--- config.mk ---
export PLATFORM = sky130hd
export DESIGN_NAME = decoder_rr_arbiter
export DESIGN_NICKNAME = d
export VERILOG_FILES = /design/src/rtl/decoder_rr_arbiter.sv
export SDC_FILE = /design/constraint.sdc
export NUM_CORES = 1
export LEC_CHECK = 0
export CAP_MARGIN = 10
export CELL_PAD_IN_SITES_DETAIL_PLACEMENT = 1
export CELL_PAD_IN_SITES_GLOBAL_PLACEMENT = 2
export CORE_ASPECT_RATIO = 1.4
export CORE_UTILIZATION = 33
export CTS_BUF_LIST = sky130_fd_sc_hd__clkbuf_16
export DETAILED_ROUTE_END_ITERATION = 16
export GPL_TIMING_DRIVEN = 0
export PLACE_DENSITY = 0.76
export SETUP_SLACK_MARGIN = 0.4
export SYNTH_ARGS = -nofsm -noshare
export SYNTH_HDL_FRONTEND = slang
export SYNTH_SLANG_ARGS = --single-unit
--- constraint.sdc ---
create_clock -name clk -period 5.94 [get_ports clk]
set_input_delay 1.188 -clock clk [delete_from_list [all_inputs] [get_ports clk]]
set_output_delay 1.188 -clock clk [all_outputs]
set_load 0.02 [all_outputs]
--- src/rtl/decoder_rr_arbiter.sv ---
// Round-robin arbiter for a shared decoder path: eight requesters, a registered
// binary/one-hot grant, a mandatory one-cycle release gap and a hold-time limit.
module decoder_rr_arbiter #(
  parameter int MAX_HOLD = 15
) (
  input  logic       clk,
  input  logic       rst,
  input  logic [7:0] req,
  input  logic       done,
  output logic       grant_valid,
  output logic [2:0] grant_idx,
  output logic [7:0] grant_onehot,
  output logic       timeout
);

  typedef enum logic [1:0] {
    IDLE    = 2'd0,
    GRANT   = 2'd1,
    RELEASE = 2'd2
  } state_t;

  localparam logic [3:0] HOLD_MAX  = 4'(MAX_HOLD);
  localparam logic [3:0] HOLD_LAST = 4'(MAX_HOLD - 1);

  state_t     state, state_nxt;
  logic [2:0] ptr, ptr_nxt;
  logic [2:0] idx_nxt;
  logic [3:0] hold, hold_nxt;
  logic       valid_nxt;
  logic       timeout_nxt;
  logic [7:0] onehot_nxt;

  // First set request at or after the pointer; walking the offsets downward
  // lets the smallest offset win the last assignment.
  function automatic logic [2:0] rr_pick(input logic [7:0] r, input logic [2:0] p);
    logic [2:0] sel;
    logic [2:0] cand;
    sel = p;
    for (int k = 7; k >= 0; k--) begin
      cand = p + 3'(k);
      if (r[cand]) sel = cand;
    end
    return sel;
  endfunction

  always_comb begin
    state_nxt   = state;
    ptr_nxt     = ptr;
    idx_nxt     = grant_idx;
    hold_nxt    = hold;
    valid_nxt   = 1'b0;
    timeout_nxt = 1'b0;
    case (state)
      IDLE: begin
        if (|req) begin
          state_nxt = GRANT;
          idx_nxt   = rr_pick(req, ptr);
          hold_nxt  = 4'd0;
          valid_nxt = 1'b1;
        end
      end
      GRANT: begin
        hold_nxt = (hold == HOLD_MAX) ? hold : hold + 4'd1;
        // Owner completion or withdrawal outranks the hold limit, so a
        // timeout is only flagged when neither of those happened.
        if (done || !req[grant_idx]) begin
          state_nxt = RELEASE;
          ptr_nxt   = grant_idx + 3'd1;
        end else if (hold == HOLD_LAST) begin
          state_nxt   = RELEASE;
          ptr_nxt     = grant_idx + 3'd1;
          timeout_nxt = 1'b1;
        end else begin
          valid_nxt = 1'b1;
        end
      end
      RELEASE: state_nxt = IDLE;
      default: state_nxt = IDLE;
    endcase
    onehot_nxt = valid_nxt ? (8'd1 << idx_nxt) : 8'h00;
  end

  always_ff @(posedge clk) begin
    if (rst) begin
      state        <= IDLE;
      ptr          <= 3'd0;
      grant_idx    <= 3'd0;
      hold         <= 4'd0;
      grant_valid  <= 1'b0;
      grant_onehot <= 8'h00;
      timeout      <= 1'b0;
    end else begin
      state        <= state_nxt;
      ptr          <= ptr_nxt;
      grant_idx    <= idx_nxt;
      hold         <= hold_nxt;
      grant_valid  <= valid_nxt;
      grant_onehot <= onehot_nxt;
      timeout      <= timeout_nxt;
    end
  end

endmodule
==> impl_metrics.py <==
metrics = {
    "layout": {
        "fin_cells": 292,
        "fin_nets": 241,
        "drive_gt1_share_pct": 18.8,
        "areaGrowthSynthToFinish_pct": 21.9,
        "n_fill_cell": 634,
        "diodes": 0,
    },
    "run": {
        "drv_cap": 0,
    },
    "floorplan": {
        "fp.coreArea_mm2": 0.00557,
        "die_area_mm2": 0.00613,
        "start_util_pct": 34.5,
        "die_h_um": 92.2,
        "io_pins": 24,
        "fp-row-count": 32,
        "die_x_um": 66.4,
    },
    "power": {
        "powerDensity_mw_per_mm2": 451,
        "total_power_mw": 1.05,
        "peakVddDrop_v": 0.000292,
        "leakagePower_nw": 0.887,
    },
    "timing": {
        "period_share_pct": 65.8,
        "fin_tns_setup_ps": 0,
        "slew_violations": 0,
        "setup_viol": 0,
        "fin_worst_skew_ps": 2.23,
        "max_slew.worst_pin.slew_ps": 824,
        "slew_headroom_pct": 44.7,
        "max_freq_mhz": 256,
        "fin_hold_ws_ps": 532,
        "rsz0062_at_grt": "no",
        "finalHoldViolCount": 0,
        "period_needed_ps": 3910,
    },
    "setup_path": {
        "crit_type": "reg -> reg",
        "path_cells": "buf_4 -> buf_1 -> inv_1 -> ha_1 -> buf_6 -> mux2_4 -> mux4_2 -> a211o_1 -> a211o_1 -> a2111oi_4 -> or3_1 -> nor3_1",
        "crit_fanout": 10,
        "cpPeakStageDelay_ps": 460,
        "slowest_stage": "mux4_2",
        "crit_arrival_ps": 4030,
        "timing.critical_path.mode_cell": "a211o_1",
        "start_kind": "register",
        "crit_required_ps": 6070,
        "worstSetupEndpointType": "register",
    },
    "placement": {
        "dp_hpwl_um": 3960,
        "io_buffers": 23,
        "dpl.cell_count": 288,
        "place.gp.congestion": 0.810,
    },
    "clock_tree": {
        "ctsHoldBuffers": 0,
        "cts_resized": 0,
        "path_clk_slew_ps": 60,
        "post_cts_buffers": 0,
        "clkSinkCount": 22,
        "clock_latency_ps": 250,
        "cts_tree": "yes",
        "htreeDepth": 1,
        "cts.path.max_buffers": 2,
        "clock_tree.root_cell": "clkbuf_16",
        "cts_buffers": 3,
    },
    "outcome": {
        "status": "complete, no violations",
    },
    "routing": {
        "route.detailed.wl_per_inst_um": 17.8,
        "drc": 0,
        "ant_nets": 0,
        "vias": 1661,
        "drt_wl_total_um": 5190,
        "drt_iter0_markers": 61,
        "firstDrtPassIters": 4,
        "viasPerCell": 5.69,
    },
    "global_route": {
        "grt_max_degree": 14,
        "grt-ovfl-total": 0,
        "antenna_found_initial": 0,
        "grt_pass1_wl_um": 8850,
        "grt.total_usage_pct": 19.0,
        "grt_pass1_vias": 1782,
    },
    "synthesis": {
        "syn-num-nets": 213,
        "synth-edff-count": 0,
        "syn_area_per_cell_um2": 9.74,
        "synth_cell_type_count": 53,
        "ys_warn_count": 0,
        "yosysSeqAreaShare_pct": 23.0,
        "async_reset_ff_share_pct": 0,
        "syn_inst": 197,
        "syn_area_mm2": 0.00192,
        "ys_seq_elements": 22,
        "synthFlopType": "dfxtp_1",
    },
    "min_path": {
        "min_path_type": "reg -> reg",
    },
}
==> sequential cells by signal, summed over array words and instances (netlist names) <==
register,flops
grant_idx,3
grant_onehot,8
grant_valid,1
hold,4
ptr,3
state,2
timeout,1
==> critical path: cells and delay by family, from the launching register on <==
family	cells	cell delay (ps)
DFF	1	330
and+or+nand+nor	2	300
adders and majority gates	1	360
AOI/OAI and AO/OA	3	1060
muxes	2	750
buffers and inverters	4	990
==> kinds of logic after synthesis <==
family	after synthesis	synth area share (%)
compound gates	41	17.2
xor+xnor	8	4.04
fa+ha+maj	5	3.26
buf+inv	26	6.72
flops	22	23.0
mux	37	31.6
simple gates	58	14.2
==> through the flow <==
stage	worst slack (ps)	util, %	area, µm²
floorplan	2520	-	1920
global route	1810	42.0	2340
finish	2030	42.0	2340
CTS	2030	42.0	2340
global placement	1860	40.1	2230
detailed placement	1870	40.1	2230
==> metal layers <==
metal | wire, µm | global-route usage (%) | vias to the layer above
met5 | 0 | 0 | -
met4 | 121 | 6.56 | 0
met3 | 50 | 0.871 | 8
met2 | 2760 | 34.0 | 17
met1 | 2260 | 23.5 | 839
li1 | - | - | 797
==> final cells by class <==
cell class                 instances  area [µm²]  area share (%)
clock buffer                       3        75.1            3.21
multi-input combinational        149        1350            57.7
tap                               68        85.1            3.64
buffer                            17        95.1            4.07
timing repair buffer              23         230            9.84
sequential                        22         440            18.8
clock inverter                     1        30.0            1.28
inverter                           9        33.8            1.44
==> synthesized netlist by cell type, drive strengths merged (3+ instances only) <==
| master | count | area [µm²] |
|---|---|---|
| nor2 | 20 | 75.1 |
| a31oi | 3 | 18.8 |
| inv | 9 | 33.8 |
| mux2i | 13 | 130 |
| a211oi | 5 | 47.5 |
| xnor2 | 3 | 33.8 |
| nor3 | 11 | 55.1 |
| a21oi | 9 | 45.0 |
| nand2 | 12 | 45.0 |
| clkbuf | 8 | 30.0 |
| a211o | 3 | 26.3 |
| xor2 | 5 | 43.8 |
| dfxtp | 22 | 440 |
| buf | 9 | 65.1 |
| o21ai | 3 | 18.8 |
| mux4 | 18 | 405 |
| mux2 | 6 | 71.3 |
| ha | 5 | 62.6 |
==> final timing paths <==
| check | slack [ps] | cells past startpoint | end | startpoint |
|---|---|---|---|---|
| hold reg to reg | 530 | 2 | timeout | hold[2] |
| hold / removal | 530 | 2 | timeout | hold[2] |
| setup / recovery | 2030 | 12 | grant_onehot[5] | ptr[1] |
| setup reg to reg | 2030 | 12 | grant_onehot[5] | ptr[1] |
==> placed cells by master (no fill, tap or decap), types with 3 or more instances in the layout <==
master	n
clkdlybuf4s50_1	23
dfxtp_1	22
nor2_1	20
mux4_2	18
mux2i_1	13
nand2_1	12
nor3_1	11
inv_1	9
a21oi_1	9
clkbuf_1	8
mux2_2	5
xor2_1	5
ha_1	5
buf_4	4
a211o_1	3
a211oi_1	3
a31oi_1	3
clkbuf_16	3
==> report_power, final <==
part           leakage [nW]  internal, mW  switching, mW
Combinational         0.656         0.308          0.355
Sequential            0.179         0.179         0.0266
Clock                0.0511         0.134         0.0514
Note: power is estimated with default switching activity, not from simulation.
